File: config.mk
export PLATFORM = sky130hd
export DESIGN_NAME = traffic_input_conditioner
export DESIGN_NICKNAME = d
export VERILOG_FILES = /design/src/rtl/traffic_pkg.sv /design/src/rtl/btn_debouncer.sv /design/src/rtl/traffic_input_conditioner.sv
export SDC_FILE = /design/constraint.sdc
export NUM_CORES = 1
export LEC_CHECK = 0
export CAP_MARGIN = 5
export CORE_ASPECT_RATIO = 1.25
export CORE_MARGIN = 1.5
export CORE_UTILIZATION = 57
export CTS_BUF_LIST = sky130_fd_sc_hd__clkbuf_8
export DETAILED_ROUTE_END_ITERATION = 6
export GPL_ROUTABILITY_DRIVEN = 1
export MAX_ROUTING_LAYER = met4
export PLACE_DENSITY = 0.87
export REMOVE_ABC_BUFFERS = 1
export SLEW_MARGIN = 30
export SYNTH_ARGS = -nofsm -noshare
export SYNTH_HDL_FRONTEND = slang
export SYNTH_SLANG_ARGS = --single-unit
File: constraint.sdc
create_clock -name clk -period 1.91 [get_ports clk]
set_input_delay 0.382 -clock clk [delete_from_list [all_inputs] [get_ports clk]]
set_output_delay 0.382 -clock clk [all_outputs]
set_load 0.02 [all_outputs]
File: src/rtl/traffic_pkg.sv
// Shared constants and press-FSM encoding for the traffic-light
// operator input path.
package traffic_pkg;

    typedef enum logic [1:0] {
        IDLE      = 2'd0,
        PRESSED   = 2'd1,
        LONG_HELD = 2'd2
    } press_state_t;

    localparam int CLK_HZ       = 1000000;
    localparam int DB_CYC_DEF   = 20000;
    localparam int LONG_CYC_DEF = 1000000;

endpackage

File: src/rtl/btn_debouncer.sv
// Two-flop synchroniser followed by a counting debouncer that only
// accepts a new level after it has persisted for DB_CYC cycles.
module btn_debouncer
    import traffic_pkg::*;
#(
    parameter int DB_CYC = DB_CYC_DEF
) (
    input  logic clk,
    input  logic rst,
    input  logic btn,
    output logic db
);

    localparam int DW = (DB_CYC > 1) ? $clog2(DB_CYC) : 1;
    localparam logic [DW-1:0] DLIM = DW'(DB_CYC - 1);

    logic          sync1;
    logic          btn_s;
    logic [DW-1:0] dcnt;

    always_ff @(posedge clk) begin
        if (rst) begin
            sync1 <= 1'b0;
            btn_s <= 1'b0;
        end else begin
            sync1 <= btn;
            btn_s <= sync1;
        end
    end

    always_ff @(posedge clk) begin
        if (rst) begin
            db   <= 1'b0;
            dcnt <= '0;
        end else if (btn_s == db) begin
            dcnt <= '0;
        end else if (dcnt == DLIM) begin
            db   <= btn_s;
            dcnt <= '0;
        end else begin
            dcnt <= dcnt + DW'(1);
        end
    end

endmodule

File: src/rtl/traffic_input_conditioner.sv
// Classifies debounced button presses as short or long and keeps the
// standby / test mode levels for the traffic light controller.
module traffic_input_conditioner
    import traffic_pkg::*;
#(
    parameter int DB_CYC   = DB_CYC_DEF,
    parameter int LONG_CYC = LONG_CYC_DEF
) (
    input  logic clk,
    input  logic rst,
    input  logic btn,
    output logic standby,
    output logic test,
    output logic short_pulse,
    output logic long_pulse
);

    localparam int HW = (LONG_CYC > 2) ? $clog2(LONG_CYC) : 1;
    // IDLE already spends the first db-high cycle, so PRESSED stops
    // one count early to land the strobe LONG_CYC cycles after the rise.
    localparam logic [HW-1:0] HLIM = HW'(LONG_CYC - 2);

    logic          db;
    press_state_t  state;
    press_state_t  state_nxt;
    logic [HW-1:0] hcnt;
    logic [HW-1:0] hcnt_nxt;
    logic          short_nxt;
    logic          long_nxt;

    btn_debouncer #(
        .DB_CYC(DB_CYC)
    ) u_db (
        .clk(clk),
        .rst(rst),
        .btn(btn),
        .db (db)
    );

    always_ff @(posedge clk) begin
        if (rst) begin
            state       <= IDLE;
            hcnt        <= '0;
            short_pulse <= 1'b0;
            long_pulse  <= 1'b0;
        end else begin
            state       <= state_nxt;
            hcnt        <= hcnt_nxt;
            short_pulse <= short_nxt;
            long_pulse  <= long_nxt;
        end
    end

    always_comb begin
        state_nxt = state;
        hcnt_nxt  = hcnt;
        short_nxt = 1'b0;
        long_nxt  = 1'b0;
        case (state)
            IDLE: begin
                if (db) begin
                    state_nxt = PRESSED;
                    hcnt_nxt  = '0;
                end
            end
            PRESSED: begin
                if (!db) begin
                    short_nxt = 1'b1;
                    state_nxt = IDLE;
                end else if (hcnt == HLIM) begin
                    long_nxt  = 1'b1;
                    state_nxt = LONG_HELD;
                end else begin
                    hcnt_nxt = hcnt + HW'(1);
                end
            end
            LONG_HELD: begin
                if (!db) begin
                    state_nxt = IDLE;
                end
            end
            default: state_nxt = IDLE;
        endcase
    end

    // Short presses are swallowed while in standby.
    always_ff @(posedge clk) begin
        if (rst) begin
            standby <= 1'b1;
            test    <= 1'b0;
        end else if (long_pulse) begin
            standby <= ~standby;
            test    <= 1'b0;
        end else if (short_pulse && !standby) begin
            test <= ~test;
        end
    end

endmodule

==> impl_metrics.csv <==
group,metric,value,unit
outcome,status,"finished with violations",
outcome,violations,"negative setup slack",
layout,final_common_cell,"dfxtp_1",
die,die_h,70.8,um
die,start_util,59.7,%
setup_path,crit_path_end_kind,"flip-flop",
pwr,seq_power_share,58.5,%
setup_path,rrSetupSlack,-50,ps
synthesis,synth_cell_types,44,
setup_path,crit_chain,"or4b_4, nor4_4, a21oi_2, buf_4, a32o_1",
global_routing,antenna_found_initial,0,
global_routing,grt_max_degree,15,
clock_tree,root_buffer,"clkbuf_8",
synthesis,ys_seq_elements,44,
global_routing,grt.overflow.total,0,
synthesis,synth_ff_type,"dfxtp_1",
drt,ant_nets,0,
sta,rsz0062_at_grt,"yes",
global_routing,first_global_vias,1800,
setup_path,crit_slowest_cell,"or4b_4",
die,row_count,24,
synthesis,syn_area,2100,um2
setup_path,r2r_end,"hcnt[11]",
setup_path,reg2reg_from,"hcnt[8]",
die,fp.dieW,57.2,um
run,maxCapViolations,0,
pwr,p_switching,0.347,mW
worst_hold_path,holdPathStages,1,
setup_path,critPathLaunchType,"flip-flop",
pwr,pwr-share-clk,39.3,%
die,dieArea,4050,um2
layout,area_growth_syn_to_layout,19.9,%
synthesis,synthAdderAreaFrac,1.79,%
synthesis,yosys.area_share.simple,29.3,%
sta,setup_slack,-45.4,ps
sta,fmax,511,MHz
synthesis,synth-xor-area-share,7.52,%
setup_path,arrival,2160,ps
layout,antenna_cells,0,
worst_hold_path,hold_path_end,"u_db.btn_s",
drt,drc,0,
worst_hold_path,hold_class,"reg2reg",
drt,avgViaCountPerCell,6.12,
layout,fin_cells,317,
sta,tightestPinTransition,488,ps
die,core_area,3510,um2
placed_design,dp_cells,308,
clock_tree,cts_tree,"yes",
sta,hold_violations,0,
synthesis,synth-async-reset-ratio,0,%
layout,final_cell_mix,"43 x dfxtp_1, 32 x nor2_1, 25 x buf_4",
clock_tree,htree_levels,2,
setup_path,cp.required,2110,ps
synthesis,yosys.area.top_type,"dfxtp_1",
pwr,pwr_density_cell,625,nW/um2
clock_tree,cts.sinks,44,
pwr,swShare,22.1,%
synthesis,synth_mux_area_share,1.43,%
clock_tree,clk_path_buf_depth,2,
worst_hold_path,min-delay-start,"u_db.sync1",
global_routing,grt.total_usage,25.6,%
synthesis,yosysSeqAreaShare,42.0,%
synthesis,synth_top_area_share,42.0,%
setup_path,crit_path_max_fanout,5,
setup_path,rr_worst_depth,5,
clock_tree,numCtsBuffers,5,
clock_tree,insertion_delay,300,ps
clock_tree,clk_pin_slew_worst_paths,80,ps
pwr,combPwrFrac,2.2,%
layout,nNetsFinal,283,
layout,drive_above_1_share,16.5,%
pwr,leakage,0.877,nW
synthesis,syn_inst,246,
global_routing,grt_pass1_wl,7.85,mm
drt,first_pass_iters,4,
sta,period_share,102,%
pwr,irDropWorstVdd,0.587,mV
drt,vias,1939,
placed_design,io_buffers,6,
die,top_level_ports,7,
synthesis,synth_edf_count,0,
setup_path,path_class,"reg2reg",
synthesis,synth_area_leaders,"dfxtp_1 42%, nor2_1 5.7%, xor2_1 4.2%",
placed_design,gp_congestion,0.925,
synthesis,avgSynthCellArea,8.52,um2
drt,wl_per_cell,15.3,um
synthesis,synth-compound-area-share,14.6,%
sta,min_period,1960,ps
sta,timing.hold.ws,452,ps
setup_path,max_stage_delay,550,ps
synthesis,ys_warn_count,0,
synthesis,synth_top_family_by_area,"simple AND/OR/NAND/NOR gates",
sta,clock_skew,3.11,ps
pwr,internal-power,1.23,mW
placed_design,dp.final_hpwl,3.44,mm
sta,slew_headroom,67.4,%
drt,routed_wirelength,4.86,mm
sta,finalSetupViolations,9,
sta,drv_slew,0,
drt,drt_iter0_drc,99,
-- sequential cells by signal, indices dropped and copies added, names as in the netlist --
register,count
state,2
u_db.dcnt,15
standby,1
hcnt,20
u_db.sync1,1
long_pulse,1
test,1
u_db.btn_s,1
u_db.db,1
short_pulse,1
-- cells in the mapped netlist (6+ instances only) --
master,count
a21oi_1,6
xnor2_1,8
nand2b_1,6
dfxtp_1,44
and3_1,6
o21ai_0,9
nand3_1,12
nor2_1,32
nand2_1,16
nor3_1,10
a31oi_1,6
o31ai_1,6
o21ai_1,6
nand4_1,12
xor2_1,10
-- layout make-up --
class / instances / area, um2
Clock buffer: 6 / 82.6
Clock inverter: 2 / 15.0
Fill cell: 236 / 1000
Inverter: 5 / 18.8
Multi-Input combinational cell: 188 / 1190
Sequential cell: 44 / 882
Tap cell: 39 / 48.8
Timing Repair Buffer: 33 / 279
-- per-layer routing --
layer | vias up | GRT usage (%) | part of all wire [%]
met4 | 0 | 10.6 | 1.9
met5 | - | - | 0
met1 | 932 | 28.2 | 41
met3 | 11 | 5.67 | 3.0
li1 | 949 | - | -
met2 | 47 | 44.1 | 54
-- kinds of logic (layout without fill, tap and decap cells) --
family,count (synthesis),after routing
and+or+nand+nor,117,117
AOI/OAI and AO/OA,47,47
DFF,44,44
xor gates and xnor gates,18,18
buffers and inverters,14,46
adders and majority gates,3,3
muxes,3,3
-- what timing repair did --
action | CTS | global route
hold buffers | 0 | 0
setup buffers | 0 | 1
endpoints found under the setup margin | 12 | 20
cloned | 0 | 0
resized for setup | 1 | 11
pin swaps | 2 | 4
-- through the flow --
stage / total power, mW / cell area [um2] / setup TNS (ps) / util (%) / setup WS [ps]
6_report: 1.57 / 2510 / -241 / 71.5 / -45.4
4_1_cts: 1.58 / 2460 / 0 / 70.1 / 7.29
3_5_place_dp: 0.974 / 2360 / -68.6 / 67.2 / -20.5
3_3_place_gp: 0.973 / 2360 / 0 / 67.2 / 46.1
2_1_floorplan: 0.956 / 2040 / 0 / - / 11.7
5_1_grt: 1.63 / 2510 / -1330 / 71.5 / -132
-- worst max-delay path, delay by kind of cell (launching register included) --
kind / cells / cell delay (ps)
flip-flops: 1 / 330
AO/OA/AOI/OAI: 2 / 380
AND/OR/NAND/NOR: 2 / 960
buffers and inverters: 1 / 180
-- how the worst max path moves through the flow --
stage,start,end,slack [ps],cells after the start
2_1_floorplan,hcnt[6],hcnt[2],10,5
3_3_place_gp,hcnt[6],hcnt[12],50,5
3_5_place_dp,hcnt[6],hcnt[12],-20,5
4_1_cts,hcnt[0],hcnt[8],7,8
5_1_grt,hcnt[8],hcnt[18],-130,6
6_report,hcnt[8],hcnt[11],-50,5
-- power by group through the flow --
stage	combinational (mW)	sequential, mW	clock, mW
global placement	0.0310	0.942	0
detailed placement	0.0316	0.942	0
CTS	0.0316	0.920	0.626
finish	0.0340	0.920	0.618
global route	0.0372	0.921	0.675
floorplan	0.0142	0.942	0
Power figures use the tool's default switching activity.
